[src/rtl/cam_param_if.sv]
// cam_param_if: operation request and result bundle for cam_param
interface cam_param_if #(
    parameter int DATA_W = 8,
    parameter int DEPTH  = 16
);
    localparam int ADDR_W = $clog2(DEPTH);
    logic              op_valid;
    logic              op_ready;
    logic [1:0]        op;
    logic [DATA_W-1:0] key;
    logic              res_valid;
    logic              res_hit;
    logic [ADDR_W-1:0] res_addr;
    logic              res_err;
    logic [ADDR_W:0]   count;
    logic              full;
    logic              empty;
    modport master (
        output op_valid, op, key,
        input  op_ready, res_valid, res_hit, res_addr, res_err, count, full, empty
    );
    modport slave (
        input  op_valid, op, key,
        output op_ready, res_valid, res_hit, res_addr, res_err, count, full, empty
    );
endinterface

[src/rtl/cam_param.sv]
// cam_param: valid-tagged CAM with lookup, lowest-free insert, delete and multi-cycle flush
module cam_param #(
    parameter int DATA_W = 8,
    parameter int DEPTH  = 16
) (
    input logic       clk,
    input logic       rst,
    cam_param_if.slave bus
);
    localparam int ADDR_W = $clog2(DEPTH);
    localparam logic [1:0] OP_LOOKUP = 2'b00;
    localparam logic [1:0] OP_INSERT = 2'b01;
    localparam logic [1:0] OP_DELETE = 2'b10;
    localparam logic [1:0] OP_FLUSH  = 2'b11;
    localparam logic [ADDR_W:0]   CNT_ONE  = (ADDR_W+1)'(1);
    localparam logic [ADDR_W-1:0] PTR_ONE  = ADDR_W'(1);
    localparam logic [ADDR_W-1:0] PTR_LAST = ADDR_W'(DEPTH-1);

    typedef enum logic {IDLE, FLUSH} state_t;

    state_t            state, state_n;
    logic [DATA_W-1:0] mem [DEPTH];
    logic [DEPTH-1:0]  valid;
    logic [ADDR_W-1:0] ptr;
    logic [ADDR_W:0]   cnt;
    logic              hit, free;
    logic [ADDR_W-1:0] hit_idx, free_idx;
    logic              accept, last, wr_en, ready;
    logic              res_valid, res_hit, res_err;
    logic [ADDR_W-1:0] res_addr;

    // descending scan so the lowest matching / free index is the one left standing
    always_comb begin
        hit      = 1'b0;
        hit_idx  = '0;
        free     = 1'b0;
        free_idx = '0;
        for (int i = DEPTH-1; i >= 0; i--) begin
            if (valid[i] && mem[i] == bus.key) begin
                hit     = 1'b1;
                hit_idx = ADDR_W'(i);
            end
            if (!valid[i]) begin
                free     = 1'b1;
                free_idx = ADDR_W'(i);
            end
        end
    end

    always_comb begin
        ready   = state == IDLE;
        accept  = bus.op_valid && ready;
        last    = state == FLUSH && ptr == PTR_LAST;
        wr_en   = accept && bus.op == OP_INSERT && !hit && free;
        state_n = state == IDLE ? ((accept && bus.op == OP_FLUSH) ? FLUSH : IDLE)
                                : (last ? IDLE : FLUSH);
    end

    always_ff @(posedge clk) begin
        if (rst)
            state <= IDLE;
        else
            state <= state_n;
    end

    always_ff @(posedge clk) begin
        if (wr_en)
            mem[free_idx] <= bus.key;
    end

    always_ff @(posedge clk) begin
        if (rst) begin
            valid     <= '0;
            cnt       <= '0;
            ptr       <= '0;
            res_valid <= 1'b0;
            res_hit   <= 1'b0;
            res_addr  <= '0;
            res_err   <= 1'b0;
        end else begin
            res_valid <= 1'b0;
            if (state == FLUSH) begin
                valid[ptr] <= 1'b0;
                if (valid[ptr])
                    cnt <= cnt - CNT_ONE;
                ptr <= ptr + PTR_ONE;
                if (last) begin
                    res_valid <= 1'b1;
                    res_hit   <= 1'b0;
                    res_addr  <= PTR_LAST;
                    res_err   <= 1'b0;
                end
            end else if (accept) begin
                unique case (bus.op)
                    OP_LOOKUP: begin
                        res_valid <= 1'b1;
                        res_hit   <= hit;
                        res_addr  <= hit ? hit_idx : '0;
                        res_err   <= 1'b0;
                    end
                    OP_INSERT: begin
                        res_valid <= 1'b1;
                        res_hit   <= hit;
                        res_addr  <= hit ? hit_idx : (free ? free_idx : '0);
                        res_err   <= !hit && !free;
                        if (wr_en) begin
                            valid[free_idx] <= 1'b1;
                            cnt             <= cnt + CNT_ONE;
                        end
                    end
                    OP_DELETE: begin
                        res_valid <= 1'b1;
                        res_hit   <= hit;
                        res_addr  <= hit ? hit_idx : '0;
                        res_err   <= 1'b0;
                        if (hit) begin
                            valid[hit_idx] <= 1'b0;
                            cnt            <= cnt - CNT_ONE;
                        end
                    end
                    OP_FLUSH: ptr <= '0;
                endcase
            end
        end
    end

    assign bus.op_ready  = ready;
    assign bus.res_valid = res_valid;
    assign bus.res_hit   = res_hit;
    assign bus.res_addr  = res_addr;
    assign bus.res_err   = res_err;
    assign bus.count     = cnt;
    assign bus.full      = cnt == (ADDR_W+1)'(DEPTH);
    assign bus.empty     = cnt == '0;
endmodule
[src/flat_wrapper.sv]
// flat-port wrapper written by rule: the top's interface ports become plain ports
module cam_param_flat 
#(
    parameter int DATA_W = 8,
    parameter int DEPTH  = 16
)
  (clk, rst, bus_op_valid, bus_op, bus_key, bus_op_ready, bus_res_valid, bus_res_hit, bus_res_addr, bus_res_err, bus_count, bus_full, bus_empty);
  cam_param_if #(.DATA_W(DATA_W), .DEPTH(DEPTH)) bus_i ();
  input logic clk;
  input logic rst;
  input wire logic [$bits(bus_i.op_valid)-1:0] bus_op_valid;
  input wire logic [$bits(bus_i.op)-1:0] bus_op;
  input wire logic [$bits(bus_i.key)-1:0] bus_key;
  output wire logic [$bits(bus_i.op_ready)-1:0] bus_op_ready;
  output wire logic [$bits(bus_i.res_valid)-1:0] bus_res_valid;
  output wire logic [$bits(bus_i.res_hit)-1:0] bus_res_hit;
  output wire logic [$bits(bus_i.res_addr)-1:0] bus_res_addr;
  output wire logic [$bits(bus_i.res_err)-1:0] bus_res_err;
  output wire logic [$bits(bus_i.count)-1:0] bus_count;
  output wire logic [$bits(bus_i.full)-1:0] bus_full;
  output wire logic [$bits(bus_i.empty)-1:0] bus_empty;
  assign bus_i.op_valid = bus_op_valid;
  assign bus_i.op = bus_op;
  assign bus_i.key = bus_key;
  assign bus_op_ready = bus_i.op_ready;
  assign bus_res_valid = bus_i.res_valid;
  assign bus_res_hit = bus_i.res_hit;
  assign bus_res_addr = bus_i.res_addr;
  assign bus_res_err = bus_i.res_err;
  assign bus_count = bus_i.count;
  assign bus_full = bus_i.full;
  assign bus_empty = bus_i.empty;
  cam_param #(.DATA_W(DATA_W), .DEPTH(DEPTH)) u_core (.clk(clk), .rst(rst), .bus(bus_i));
endmodule
[config.mk]
export PLATFORM = sky130hd
export DESIGN_NAME = cam_param_flat
export DESIGN_NICKNAME = d
export VERILOG_FILES = /design/src/rtl/cam_param_if.sv /design/src/rtl/cam_param.sv /design/src/flat_wrapper.sv
export SDC_FILE = /design/constraint.sdc
export NUM_CORES = 1
export LEC_CHECK = 0
export CAP_MARGIN = 10
export CORE_MARGIN = 4
export CORE_UTILIZATION = 58
export CTS_CLUSTER_SIZE = 24
export DETAILED_ROUTE_END_ITERATION = 12
export PLACE_DENSITY = 0.77
export SYNTH_ARGS = -nofsm -noshare
export SYNTH_HDL_FRONTEND = slang
export SYNTH_SLANG_ARGS = --single-unit
[constraint.sdc]
create_clock -name clk -period 7.5 [get_ports clk]
set_input_delay 1.5 -clock clk [delete_from_list [all_inputs] [get_ports clk]]
set_output_delay 1.5 -clock clk [all_outputs]
set_load 0.05 [all_outputs]
==> impl_metrics.ini <==
[logic_synthesis]
ys_warn_count = 0
synth-edff-count = 128
synth_seq_cells = 161
yosysTopAreaCellShare = 0.467
synth_cell_types = 59
netlist_area_um2 = 8230
synth_fp_nets = 726
synth.area.top_cells = edfxtp_1, xnor2_1, dfxtp_1, nor2_1, nand4_1
synth-main-ff-cell = edfxtp_1
postSynth.asyncResetShare = 0
synth.avg_cell_area_um2 = 11.7
ys_seq_area_frac = 0.547
synth.largest_area_cell = edfxtp_1
synth_cells = 702

[timing]
rsz0062_at_grt = false
timing_hold_violations_final = 0
period_needed_ns = 5.56
fin_ws_ns = 1.94
setup_tns_ns = 0
tightest_slew_ns = 1.15
timing.hold.ws_ns = 0.475
finalCritPeriodShare = 0.741
maxSlewViolCount = 0
fmaxAchievable_ghz = 0.180
slew_headroom = 0.229
skew_ns = 0.00986
finalSetupViolations = 0

[critical_path]
cp-start-kind = input pin
end_kind = flop
r2r-end = u_core.valid[13]$_SDFFE_PP0P_
r2r_slack_ns = 3.98
path_cells = clkdlybuf4s50_1 -> buf_4 -> xnor2_1 -> nand4_1 -> nor3_1 -> nor4_2 -> nand2b_4 -> o31a_1 -> o31ai_4 -> nor3_1 -> a311o_1
path_common_cell = nor3_1
path_buf_inv = 2
worstPathArrival_ns = 5.88
path_max_fanout = 24
critPathTopFamily = compound AO/OA/AOI/OAI gates
cp_data_required_time_ns = 7.82
path_class = input pin to flop
cpPeakStageDelay_ns = 1.24
rr_startpoint = u_core.mem[13][3]$_DFFE_PP_
slowest_stage = clkdlybuf4s50_1
rr_worst_depth = 9

[clock_network]
clkSlewWorstSetupHoldPaths_ns = 0.06
clkLatencyLatePin_ns = 0.44
root_buffer = clkbuf_16
postCtsHoldBufs = 0
clock_sink_count = 161
clk_path_buf_depth = 2
cts_tree = built
post-cts-setup-buffers = 0
cts_htree_levels = 4
numCtsBuffers = 17
cts-resized-gates = 0

[die]
core_um2 = 13900
rows = 43
ios = 28
die_h_um = 127
dieArea_um2 = 16200
initial_core_util = 0.593
die_w_um = 127

[cells_and_area]
final_common_cell = edfxtp_1
final_cells = 920
mostFrequentLayoutCells = edfxtp_1, xnor2_1, nor2_1
drive_above_1_share = 0.0932
fin_nets = 751
seq_area_um2 = 4500
multi_input_area_um2 = 3420
n_fill_cell = 992
diodes = 0
area_growth_pct = 11.1
utilization = 0.658

[global_routing]
antenna_found_initial = 0
grt_pass1_wl_um = 30700
grt_pass1_vias = 5779
overflow = 0
track_usage = 0.247
grt_max_degree = 33

[place]
numPortBuffers = 27
place_congestion = 0.942
post-place-ws_ns = 1.57
dp_hpwl_um = 13300
dp_cells = 888

[power_and_ir_drop]
power_leakage_nw = 2.79
vdd_drop_max_mv = 0.184
powerDensity_nw_per_um2 = 225

[detailed_routing]
drc_errors = 0
via_per_inst = 6.16
antenna_left = 0
wl_um = 19200
drt-wirelength-per-cell_um = 20.8
first_pass_iters = 5
via_count = 5670
drtIter0Drc = 458

[run_status]
status = completed

[worst_hold_path]
hp-class = flop to flop
hp-start = u_core.bus.res_err$_SDFFE_PP0P_
hold_depth = 2
min_to = u_core.bus.res_err$_SDFFE_PP0P_

[run]
drv_cap = 0
-- worst reg2reg max path, cell delays in order (launching register included) --
cell and delay, ns:
edfxtp_1 0.39, xnor2_1 0.14, nand4_1 0.18, nor3_1 0.10, nor4_1 0.50, nand3b_1 0.31, o31a_1 0.45, o31ai_4 0.88
nor3_1 0.11, a311o_1 0.35
-- state kept, by name (all words and copies together), names as in the netlist --
signal                cells
u_core.bus.res_valid      1
u_core.mem              128
u_core.bus.res_hit        1
u_core.bus.res_err        1
u_core.ptr                4
u_core.state              1
u_core.bus.count          5
u_core.bus.res_addr       4
u_core.valid             16
-- worst max path at each step --
stage	startpoint	endpoint	slack (ns)	cells past startpoint
CTS	bus_key[4]	u_core.valid[13]$_SDFFE_PP0P_	2.01	11
detailed placement	bus_key[4]	u_core.valid[13]$_SDFFE_PP0P_	1.57	11
floorplan	bus_key[5]	u_core.mem[12][0]$_DFFE_PP_	3.45	11
global route	bus_key[4]	u_core.valid[13]$_SDFFE_PP0P_	1.69	11
finish	bus_key[4]	u_core.valid[13]$_SDFFE_PP0P_	1.94	11
global placement	bus_key[4]	u_core.valid[13]$_SDFFE_PP0P_	1.68	11
-- stage by stage --
stage | power, W | cell area [um2]
5_1_grt | 0.00212 | 9140
2_1_floorplan | 0.00116 | 8230
6_report | 0.00206 | 9140
4_1_cts | 0.00206 | 9140
3_5_place_dp | 0.00122 | 8560
3_3_place_gp | 0.00121 | 8560
-- cells in the mapped netlist (all sizes together), types with 8 or more instances --
cell type / instances
edfxtp: 128
nor4: 8
a21boi: 8
o21ai: 20
inv: 15
clkbuf: 13
nor3: 25
buf: 18
o31ai: 12
nor2: 62
xnor2: 125
a311oi: 8
nand3: 26
nand2: 47
ha: 11
dfxtp: 33
a31oi: 9
a21oi: 20
nand4: 30
-- power by group --
group / internal (W) / total (W) / switching, W
registers: 0.000976 / 0.000998 / 0.0000227
logic: 0.0000766 / 0.000203 / 0.000126
clock network: 0.000494 / 0.000854 / 0.000360
total: 0.00155 / 0.00206 / 0.000509
-- area by class of cell --
cell class / instances / share of cell area
tap: 180 / 0.0246
multi-input combinational: 493 / 0.374
clock buffer: 17 / 0.0465
sequential: 161 / 0.493
clock inverter: 15 / 0.0170
timing repair buffer: 37 / 0.0378
inverter: 17 / 0.00698
-- cell families (layout without fill, tap and decap cells) --
kind of cell               Yosys count  after routing  share of synthesized area
DFF                                161            161                      0.547
and+or+nand+nor                    236            236                      0.143
xor gates and xnor gates           130            130                      0.138
adders and majority gates           11             11                     0.0167
buffers and inverters               48             86                     0.0371
AOI/OAI and AO/OA                  109            109                      0.101
muxes                                7              7                     0.0161
-- per-layer routing --
metal  GRT usage  wire length, um
met1       0.319             8010
met3      0.0569             1310
met5           0                0
met4       0.110              658
met2       0.400             9190
(Power assumes the default switching activity.)
